--- src/rtl/multi_io_byte_fifo.sv ---
// Byte-lane FIFO built as a shift register: variable-length write and pop each cycle,
// zero-latency peek of the oldest bytes, and sticky overflow/underflow flags.
module multi_io_byte_fifo #(
    parameter int DATA_WIDTH   = 8,
    parameter int FIFO_DEPTH   = 16,
    parameter int MAX_WR_BYTES = 5,
    parameter int MAX_RD_BYTES = 4,
    parameter int AFULL_THRESH = FIFO_DEPTH - MAX_WR_BYTES
) (
    input  logic                                 clk,
    input  logic                                 rst_n,
    input  logic                                 flush,
    input  logic                                 clear_err,
    input  logic                                 wr_en,
    input  logic [DATA_WIDTH*MAX_WR_BYTES-1:0]   wr_data,
    input  logic [$clog2(MAX_WR_BYTES+1)-1:0]    wr_len,
    output logic                                 wr_ready,
    input  logic                                 rd_en,
    input  logic [$clog2(MAX_RD_BYTES+1)-1:0]    rd_len,
    output logic [DATA_WIDTH*MAX_RD_BYTES-1:0]   rd_data,
    output logic                                 rd_valid,
    output logic [$clog2(FIFO_DEPTH):0]          data_count,
    output logic                                 empty,
    output logic                                 almost_full,
    output logic                                 full,
    output logic                                 wr_overflow,
    output logic                                 rd_underflow
);

    localparam int CW = $clog2(FIFO_DEPTH) + 1;
    localparam int AW = CW + 1;
    localparam logic [AW-1:0] DEPTH_A = AW'(FIFO_DEPTH);
    localparam logic [AW-1:0] AFULL_A = AW'(AFULL_THRESH);
    localparam logic [AW-1:0] MAXWR_A = AW'(MAX_WR_BYTES);

    logic [DATA_WIDTH-1:0] r_mem [FIFO_DEPTH];
    logic [CW-1:0]         r_count;
    logic                  r_wr_ovf;
    logic                  r_rd_und;

    logic [DATA_WIDTH-1:0] w_mem_next [FIFO_DEPTH];
    logic [AW-1:0]         w_cnt_a;
    logic [AW-1:0]         w_rd_len_a;
    logic [AW-1:0]         w_wr_len_a;
    logic [AW-1:0]         w_shift;
    logic [AW-1:0]         w_base;
    logic [AW-1:0]         w_wr_add;
    logic [CW-1:0]         w_cnt_next;
    logic                  w_rd_valid;
    logic                  w_rd_acc;
    logic                  w_wr_len_ok;
    logic                  w_wr_ready;
    logic                  w_wr_acc;

    // Count arithmetic is one bit wider than the count so nothing wraps.
    assign w_cnt_a     = AW'(r_count);
    assign w_rd_len_a  = AW'(rd_len);
    assign w_wr_len_a  = AW'(wr_len);

    assign w_rd_valid  = (rd_len != '0) && (w_cnt_a >= w_rd_len_a);
    assign w_rd_acc    = rd_en && w_rd_valid;
    assign w_shift     = w_rd_acc ? w_rd_len_a : '0;
    assign w_base      = w_cnt_a - w_shift;

    // Space freed by a same-cycle pop counts towards the write.
    assign w_wr_len_ok = (wr_len != '0) && (w_wr_len_a <= MAXWR_A);
    assign w_wr_ready  = w_wr_len_ok && ((w_base + w_wr_len_a) <= DEPTH_A);
    assign w_wr_acc    = wr_en && w_wr_ready;
    assign w_wr_add    = w_wr_acc ? w_wr_len_a : '0;
    assign w_cnt_next  = CW'(w_base + w_wr_add);

    always_comb begin
        for (int i = 0; i < FIFO_DEPTH; i++) begin
            int src;
            int k;
            src = i + int'(w_shift);
            k   = i - int'(w_base);
            w_mem_next[i] = '0;
            if (src < int'(w_cnt_a)) begin
                w_mem_next[i] = r_mem[src];
            end
            if (w_wr_acc && (k >= 0) && (k < int'(w_wr_len_a))) begin
                w_mem_next[i] = wr_data[k*DATA_WIDTH +: DATA_WIDTH];
            end
        end
    end

    always_ff @(posedge clk or negedge rst_n) begin
        if (!rst_n) begin
            for (int i = 0; i < FIFO_DEPTH; i++) begin
                r_mem[i] <= '0;
            end
            r_count <= '0;
        end else if (flush) begin
            for (int i = 0; i < FIFO_DEPTH; i++) begin
                r_mem[i] <= '0;
            end
            r_count <= '0;
        end else begin
            for (int i = 0; i < FIFO_DEPTH; i++) begin
                r_mem[i] <= w_mem_next[i];
            end
            r_count <= w_cnt_next;
        end
    end

    // A new error in the same cycle as clear_err keeps the flag set.
    always_ff @(posedge clk or negedge rst_n) begin
        if (!rst_n) begin
            r_wr_ovf <= 1'b0;
            r_rd_und <= 1'b0;
        end else if (flush) begin
            r_wr_ovf <= 1'b0;
            r_rd_und <= 1'b0;
        end else begin
            r_wr_ovf <= (wr_en && !w_wr_acc) || (r_wr_ovf && !clear_err);
            r_rd_und <= (rd_en && !w_rd_valid) || (r_rd_und && !clear_err);
        end
    end

    always_comb begin
        rd_data = '0;
        for (int j = 0; j < MAX_RD_BYTES; j++) begin
            if (j < int'(w_cnt_a)) begin
                rd_data[j*DATA_WIDTH +: DATA_WIDTH] = r_mem[j];
            end
        end
    end

    assign wr_ready     = w_wr_ready;
    assign rd_valid     = w_rd_valid;
    assign data_count   = r_count;
    assign empty        = (r_count == '0);
    assign almost_full  = (w_cnt_a >= AFULL_A);
    assign full         = (w_cnt_a == DEPTH_A);
    assign wr_overflow  = r_wr_ovf;
    assign rd_underflow = r_rd_und;

endmodule

--- config.mk ---
export PLATFORM = sky130hd
export DESIGN_NAME = multi_io_byte_fifo
export DESIGN_NICKNAME = d
export VERILOG_FILES = /design/src/rtl/multi_io_byte_fifo.sv
export SDC_FILE = /design/constraint.sdc
export NUM_CORES = 1
export LEC_CHECK = 0
export BUFFER_PORTS_ARGS = -buffer_cell sky130_fd_sc_hd__buf_2
export CAP_MARGIN = 20
export CORE_AREA = 2 2 170 172
export DETAILED_ROUTE_END_ITERATION = 6
export DIE_AREA = 0 0 172 174
export PLACE_DENSITY = 0.69
export SETUP_SLACK_MARGIN = 0.1
export SLEW_MARGIN = 10
export SYNTH_ARGS = -nofsm -noshare
export SYNTH_HDL_FRONTEND = slang
export SYNTH_SLANG_ARGS = --single-unit
--- constraint.sdc ---
create_clock -name clk -period 14.8 [get_ports clk]
set_clock_uncertainty 0.2 [all_clocks]
set_input_delay 2.22 -clock clk [delete_from_list [all_inputs] [get_ports clk]]
set_output_delay 2.22 -clock clk [all_outputs]
set_load 0.01 [all_outputs]
==> summary.md, run 1 <==
| Metric | Value |
|---|---|
| Async S/R FF share, synth | `100%` |
| CP max-delay cell | `and2_1` |
| Period minus WS final | `9.75 ns` |
| Yosys reg bits | `135` |
| Area delta synth->final | `8.81%` |
| Largest net degree at the start of global routing | `81` |
| Sink Count | `135` |
| Crit path buf inv count | `3` |
| Fin nets | `1,878` |
| Final ANT Viol Nets | `0` |
| Clk_lat worst skew | `0.46 ns` |
| Root buf cell | `clkbuf_16` |
| Vias | `15,465` |
| Pwr dens | `235 nW/um^2` |
| Total Wirelength | `61.3 mm` |
| Period Utilization, post-route | `65.8%` |
| Syn Nets | `1,862` |
| Metal3 WL | `9.93 mm` |
| Synth top area share | `22.1%` |
| Drc violations | `1` |
| Largest cells by area after synthesis | `dfrtp_1 (22%), mux4_2 (16%), ha_1 (7.4%), mux2i_1 (6.2%), nor2_1 (5.1%)` |
| Commonest non-fill, non-tap cell in the layout | `nor2_1` |
| Worst Setup End Kind | `output pin` |
| Hold crit path type | `reg -> reg` |
| Wirelength per Cell | `28.8 um` |
| Initial Utilization | `54.2%` |
| Total negative slack | `0 ns` |
| Hold Violations, Final | `0` |
| Commonest non-fill, non-tap cells in the layout | `nor2_1 (207), dfrtp_1 (135), a21oi_1 (134)` |
| Mapped Cells | `1,716` |
| Worst path required time | `12.38 ns` |
| Total GRT Usage | `41.0%` |
| Main flop type after synthesis | `dfrtp_1` |
| Die Footprint | `29,900 um^2` |
| Status | `finished with violations` |
| Count of buffers from port buffering | `95` |
| First-pass GRT wire length | `90.5 mm` |
| Die height | `174 um` |
| I/O pin total | `96` |
| Failing checks | `DRC` |
| Grt ovf | `0` |
| WS Path Type | `in -> out` |
| Slew Viols, Final | `0` |
| Post-route cell area | `16,700 um^2` |
| Crit-path max FO | `33` |
| Post-CTS Setup Inserts | `0` |
| Leakage power | `0.00729 uW` |
| Die X | `172 um` |
| CTS Buf Count | `17` |
| Wire length on met2 | `24.9 mm` |
| Vias in the first global route | `14,069` |
| Number of synthesized flops with an enable pin | `0` |
| Fmax achieved | `103 MHz` |
| Hold Path Depth | `2` |
| Initial antenna violation count | `0` |
| Max layer used | `met4` |
| Area leader, netlist | `dfrtp_1` |
| TritonCTS clock tree | `done` |
| Reg2reg path depth | `14` |
| Synth warn | `0` |
| CORE AREA | `28,200 um^2` |
| Final setup fails | `0` |
| Worst-Margin Slew | `1.20 ns` |
| CP startpoint kind | `input port` |
| Clk buf depth | `2` |
| H-tree depth | `4` |
| Gpl congestion | `0.997` |
| DRT Pass-1 Iters | `7` |
| Post-Route M1 WL | `25.1 mm` |
| Detail Placement HPWL | `47.5 mm` |
| DR iter-0 viols | `2,434` |
| VDD IR max | `246 uV` |
| Post-synth cell types | `76` |
| CP delay by family, top | `simple AND/OR/NAND/NOR gates` |
| Max Cap Viol | `0` |
| # rows | `62` |
| Crit path cell chain | `buf_4, inv_1, ha_1, nand2_1, o21ai_1, and2_1, nand2_1, fa_1, nor2b_1, nor4_1, or2_0, ha_1, o21ai_0, xnor2_1, nand2b_1, a21oi_1, buf_2` |
| Routed vias/inst | `7.26` |
| Clock transition at the registers of the reported paths | `0.07 ns` |
| Sequential area share after synthesis | `22.1%` |
| Syn_area_per_cell | `8.92 um^2` |
| CTS resizes | `0` |
| WP depth | `17` |
| RSZ-0062 raised after global routing | `false` |
| Layout cell share with drive strength beyond 1 | `17.8%` |
| Slew HR | `19.8%` |
| WP data arrival | `7.33 ns` |
| Hold-fix buffers, CTS | `0` |
| Synthesized area | `15,300 um^2` |
| Post-DP Area | `16,000 um^2` |
| CP max stage delay | `0.70 ns` |
logic make-up (layout without fill, tap and decap cells):
logic type | count (synthesis) | after routing | synth area share [%]
AO/OA/AOI/OAI | 607 | 607 | 27.8
XOR/XNOR | 10 | 10 | 0.572
adder cells (fa/ha/maj) | 94 | 94 | 7.83
buffers and inverters | 195 | 224 | 5.00
flip-flops | 135 | 135 | 22.1
multiplexers | 208 | 208 | 22.8
other | 0 | 1 | 0
AND/OR/NAND/NOR | 467 | 467 | 13.9
synthesized netlist by cell type, types with 5 or more instances:
| library cell | count |
|---|---|
| a211oi_1 | 7 |
| a21o_1 | 28 |
| a21oi_1 | 134 |
| a221oi_1 | 8 |
| a22o_1 | 77 |
| a22oi_1 | 103 |
| and3_1 | 16 |
| buf_1 | 20 |
| buf_2 | 14 |
| clkbuf_1 | 96 |
| clkinv_1 | 5 |
| dfrtp_1 | 135 |
| ha_1 | 91 |
| inv_1 | 52 |
| inv_2 | 5 |
| mux2i_1 | 95 |
| mux4_2 | 112 |
| nand2_1 | 117 |
| nand2b_1 | 12 |
| nand3_1 | 18 |
| nand4_1 | 7 |
| nor2_1 | 208 |
| nor2b_1 | 40 |
| nor3_1 | 14 |
| nor4_1 | 5 |
| o21a_1 | 11 |
| o21ai_0 | 47 |
| o21bai_1 | 8 |
| o22a_1 | 7 |
| o22ai_1 | 118 |
| o2bb2ai_1 | 6 |
| o32a_1 | 8 |
| o32ai_1 | 9 |
| or3_1 | 6 |
| xnor2_1 | 9 |
worst reg2reg max path, delay by kind of cell, from the launching register on:
family | cells | cell delay [ns]
AO/OA/AOI/OAI | 4 | 1.46
adder cells (fa/ha/maj) | 2 | 0.94
buffers and inverters | 1 | 0.32
flip-flops | 1 | 0.85
AND/OR/NAND/NOR | 7 | 3.41
per-layer routing:
| layer | vias up | global-route usage [%] |
|---|---|---|
| met2 | 1138 | 55.6 |
| met4 | 0 | 8.89 |
| met5 | - | 0 |
| met3 | 147 | 19.8 |
| li1 | 6650 | - |
| met1 | 7530 | 59.1 |
per-stage QoR:
step	total power (uW)	setup WS [ns]	hold WS, ns	utilization [%]	std cells
final	3910	5.05	0.322	59.0	2130
after global routing	4100	4.56	0.363	59.0	2129
after CTS	3760	5.21	0.320	58.8	2123
after detailed placement	3300	5.22	0.305	56.7	2091
after floorplan	2430	4.47	0.351	-	1716
after global placement	3270	5.31	0.303	56.7	2090
cell type report:
class / count / area [um^2]
Clock buffer: 17 / 425
Timing Repair Buffer: 130 / 749
Multi-Input combinational cell: 1386 / 11200
Fill cell: 2573 / 11600
Clock inverter: 15 / 174
Antenna cell: 1 / 2.50
Sequential cell: 135 / 3380
Tap cell: 384 / 480
Inverter: 62 / 233
flip-flops by register name, indices dropped and copies added (netlist names):
name          cells
r_mem           128
rd_underflow      1
wr_overflow       1
data_count        5
final timing paths:
path | slack (ns) | startpoint | endpoint
max in group asynchronous | 11.34 | rst_n | r_mem[107]
min in group asynchronous | 1.61 | rst_n | r_mem[119]
setup / recovery | 5.05 | rd_len[1] | wr_ready
hold reg to reg | 0.32 | wr_overflow | wr_overflow
hold / removal | 0.32 | wr_overflow | wr_overflow
setup reg to reg | 7.50 | data_count[4] | r_mem[79]
power by group:
part,total [uW],leakage [uW],switching [uW],internal [uW]
Combinational,2910,0.00513,1950,954
Clock,452,0.000294,210,242
Sequential,549,0.00187,123,425
Note: power is estimated with default switching activity, not from simulation.
==> inputs of run 2 (changes only) <==
clock period = 9.8 ns   (was 14.8 ns; I/O delays follow)
==> run 2 against run 1 <==
The run still ends with DRC left. Routed wire length rose by 1.1%. Cell count rose by 0.23%. Worst setup slack lost 3.3 ns. Total power increased by 52%. Non-clock buffer count grew 5. Cell area grew 0.17%. Critical path type unchanged. Critical endpoint unchanged. Highest routed layer is now met5.
==> summary.md, run 2 (synthesis results as in run 1) <==
| Metric | Value |
|---|---|
| Period minus WS final | `8.08 ns` |
| Total Wirelength | `62.0 mm (+1.1%)` |
| Flip-flop count of the largest register after layout | `128 (unchanged)` |
| Final Hold Slack | `0.316 ns (-0.00542 ns)` |
| Largest net degree at the start of global routing | `76 (-6.2%)` |
| Hold Violations, Final | `0 (unchanged)` |
| Die Footprint | `29,900 um^2 (unchanged)` |
| CORE AREA | `28,200 um^2 (unchanged)` |
| Crit-path max FO | `46 (+39%)` |
| Root buf cell | `clkbuf_16` |
| Pwr dens | `356 nW/um^2 (+52%)` |
| Routed vias/inst | `7.31 (+0.65%)` |
| Clk buf depth | `2 (unchanged)` |
| CP startpoint kind | `input port` |
| Initial Utilization | `54.2% (unchanged)` |
| Vias | `15,602 (+0.89%)` |
| Max Cap Viol | `0 (unchanged)` |
| Drc violations | `3 (+2)` |
| Worst Setup SP | `rd_len[2]` |
| Hold Startpoint | `wr_overflow` |
| Period Utilization, post-route | `82.4%` |
| WP data arrival | `6.41 ns (-0.92 ns)` |
| First-pass GRT wire length | `91.6 mm (+1.3%)` |
| Wirelength per Cell | `29.0 um (+0.81%)` |
| DRT Pass-1 Iters | `7 (unchanged)` |
| Slew HR | `22.3% (+2.5 points)` |
| VDD IR max | `433 uV (+76%)` |
| CP max stage delay | `0.63 ns (-0.07 ns)` |
| WS Path Type | `in -> out` |
| Met1 GRT Util | `60.3% (+1.2 points)` |
| Post-CTS Setup Inserts | `0 (unchanged)` |
| Total negative slack | `0 ns (unchanged)` |
| Hold-fix buffers, CTS | `0 (unchanged)` |
| Die height | `174 um (unchanged)` |
| Worst Setup End Kind | `output pin` |
| Grt met3 use | `19.3% (-0.50 points)` |
| Status | `finished with violations` |
| CTS Buf Count | `17 (unchanged)` |
| Worst-Margin Slew | `1.16 ns (-0.0342 ns)` |
| Fin nets | `1,883 (+0.27%)` |
| DR iter-0 viols | `2,653 (+9.0%)` |
| Final setup fails | `0 (unchanged)` |
| Clock transition at the registers of the reported paths | `0.07 ns (about the same)` |
| CTS resizes | `0 (unchanged)` |
| CP max-delay cell | `o21a_1` |
| I/O pin total | `96 (unchanged)` |
| Clk_lat worst skew | `0.44 ns (-0.02 ns)` |
| H-tree depth | `4 (unchanged)` |
| Final ANT Viol Nets | `0 (unchanged)` |
| Total GRT Usage | `41.7% (+0.70 points)` |
| Area delta synth->final | `9.00%` |
| Commonest non-fill, non-tap cells in the layout | `nor2_1 (207), dfrtp_1 (135), a21oi_1 (134)` |
| Most Used Layer, Global Route | `met1` |
| Gpl congestion | `0.994 (-0.37%)` |
| Die X | `172 um (unchanged)` |
| Largest Register | `r_mem` |
| Crit path cell chain | `buf_2, inv_1, ha_1, a2111oi_0, o21a_1, nor2_4, ha_2, buf_4, inv_1, ha_1, fa_1, xor2_1, nor3_1, o21ai_0, a21o_1, a21oi_1, buf_2` |
| TritonCTS clock tree | `done` |
| Overall power | `5940 uW (+52%)` |
| Layout cell share with drive strength beyond 1 | `17.9% (+0.18 points)` |
| Detail Placement HPWL | `47.4 mm (about the same)` |
| Cell count after placement | `2,099 (+0.38%)` |
| Sink Count | `135 (unchanged)` |
| Count of buffers from port buffering | `95 (unchanged)` |
| Commonest non-fill, non-tap cell in the layout | `nor2_1` |
| Reg2Reg Launch Point | `data_count[0]` |
| RSZ-0062 raised after global routing | `false` |
| Slew Viols, Final | `0 (unchanged)` |
| Initial antenna violation count | `3 (+3)` |
| Final Non-Filler Cells | `2,135 (+0.23%)` |
| # rows | `62 (unchanged)` |
| Leakage power | `0.00731 uW (+0.27%)` |
| Worst path required time | `8.13 ns (-4.25 ns)` |
| Failing checks | `DRC` |
| Met2 usage | `55.1% (-0.44 points)` |
| Fmax achieved | `124 MHz` |
| Hold crit path type | `reg -> reg` |
| Grt ovf | `0 (unchanged)` |
| Vias in the first global route | `14,156 (+0.62%)` |
[run 2: cell count changes in the layout (fill, tap and decap cells not counted)]
cell / delta
inv_6: -1
nor3_2: -1
clkinv_8: +5
clkbuf_4: +1
a2111oi_4: -1
inv_8: -3
nor3_1: +1
a2111oi_2: +1
buf_4: +4
bufinv_16: -1
[run 2: per-layer routing]
layer | up-vias | part of all wire [%] | routed length (um)
met2 | 1286 | 40 | 24800
met1 | 7511 | 40 | 24600
met5 | - | 0.040 | 25
met4 | 4 | 2.9 | 1810
met3 | 139 | 17 | 10800
li1 | 6662 | - | -
[run 2: path summary, 6_finish.rpt]
kind / to / depth (start not counted) / slack [ns]
worst max-delay path: wr_ready / 17 / 1.72
worst min-delay path: wr_overflow / 2 / 0.32
worst max register to register: r_mem[80] / 18 / 2.39
worst min register to register: wr_overflow / 2 / 0.32
max in group asynchronous: r_mem[75] / 2 / 7.16
min in group asynchronous: r_mem[102] / 1 / 0.89
[run 2: critical path: cells and delay by family]
kind                     cells  cell delay, ns
buffers and inverters        5            1.14
adder cells (fa/ha/maj)      4            1.41
AND/OR/NAND/NOR              2            0.44
XOR/XNOR                     1            0.17
AO/OA/AOI/OAI                5            1.74
[run 2: area by class of cell]
class	count	area, um^2
diodes	1	2.50
clock buffers	17	425
clock inverters	15	183
fillers	2564	11600
inverters	62	233
multi-input cells	1386	11200
flip-flops and latches	135	3380
well taps	384	480
repair buffers	135	787
[run 2: through the flow]
step,utilization [%],area (um^2),worst slack [ns]
after floorplan,-,15300,0.966
after global placement,56.8,16000,1.69
after detailed placement,56.8,16000,1.64
after CTS,59.0,16700,1.76
after global routing,59.1,16700,1.29
final,59.1,16700,1.72
[run 2: power by group]
part	total (uW)	internal [uW]	switching, uW
clock	677	345	332
combinational	4430	1450	2980
sequential	835	642	193
total	5940	2440	3500
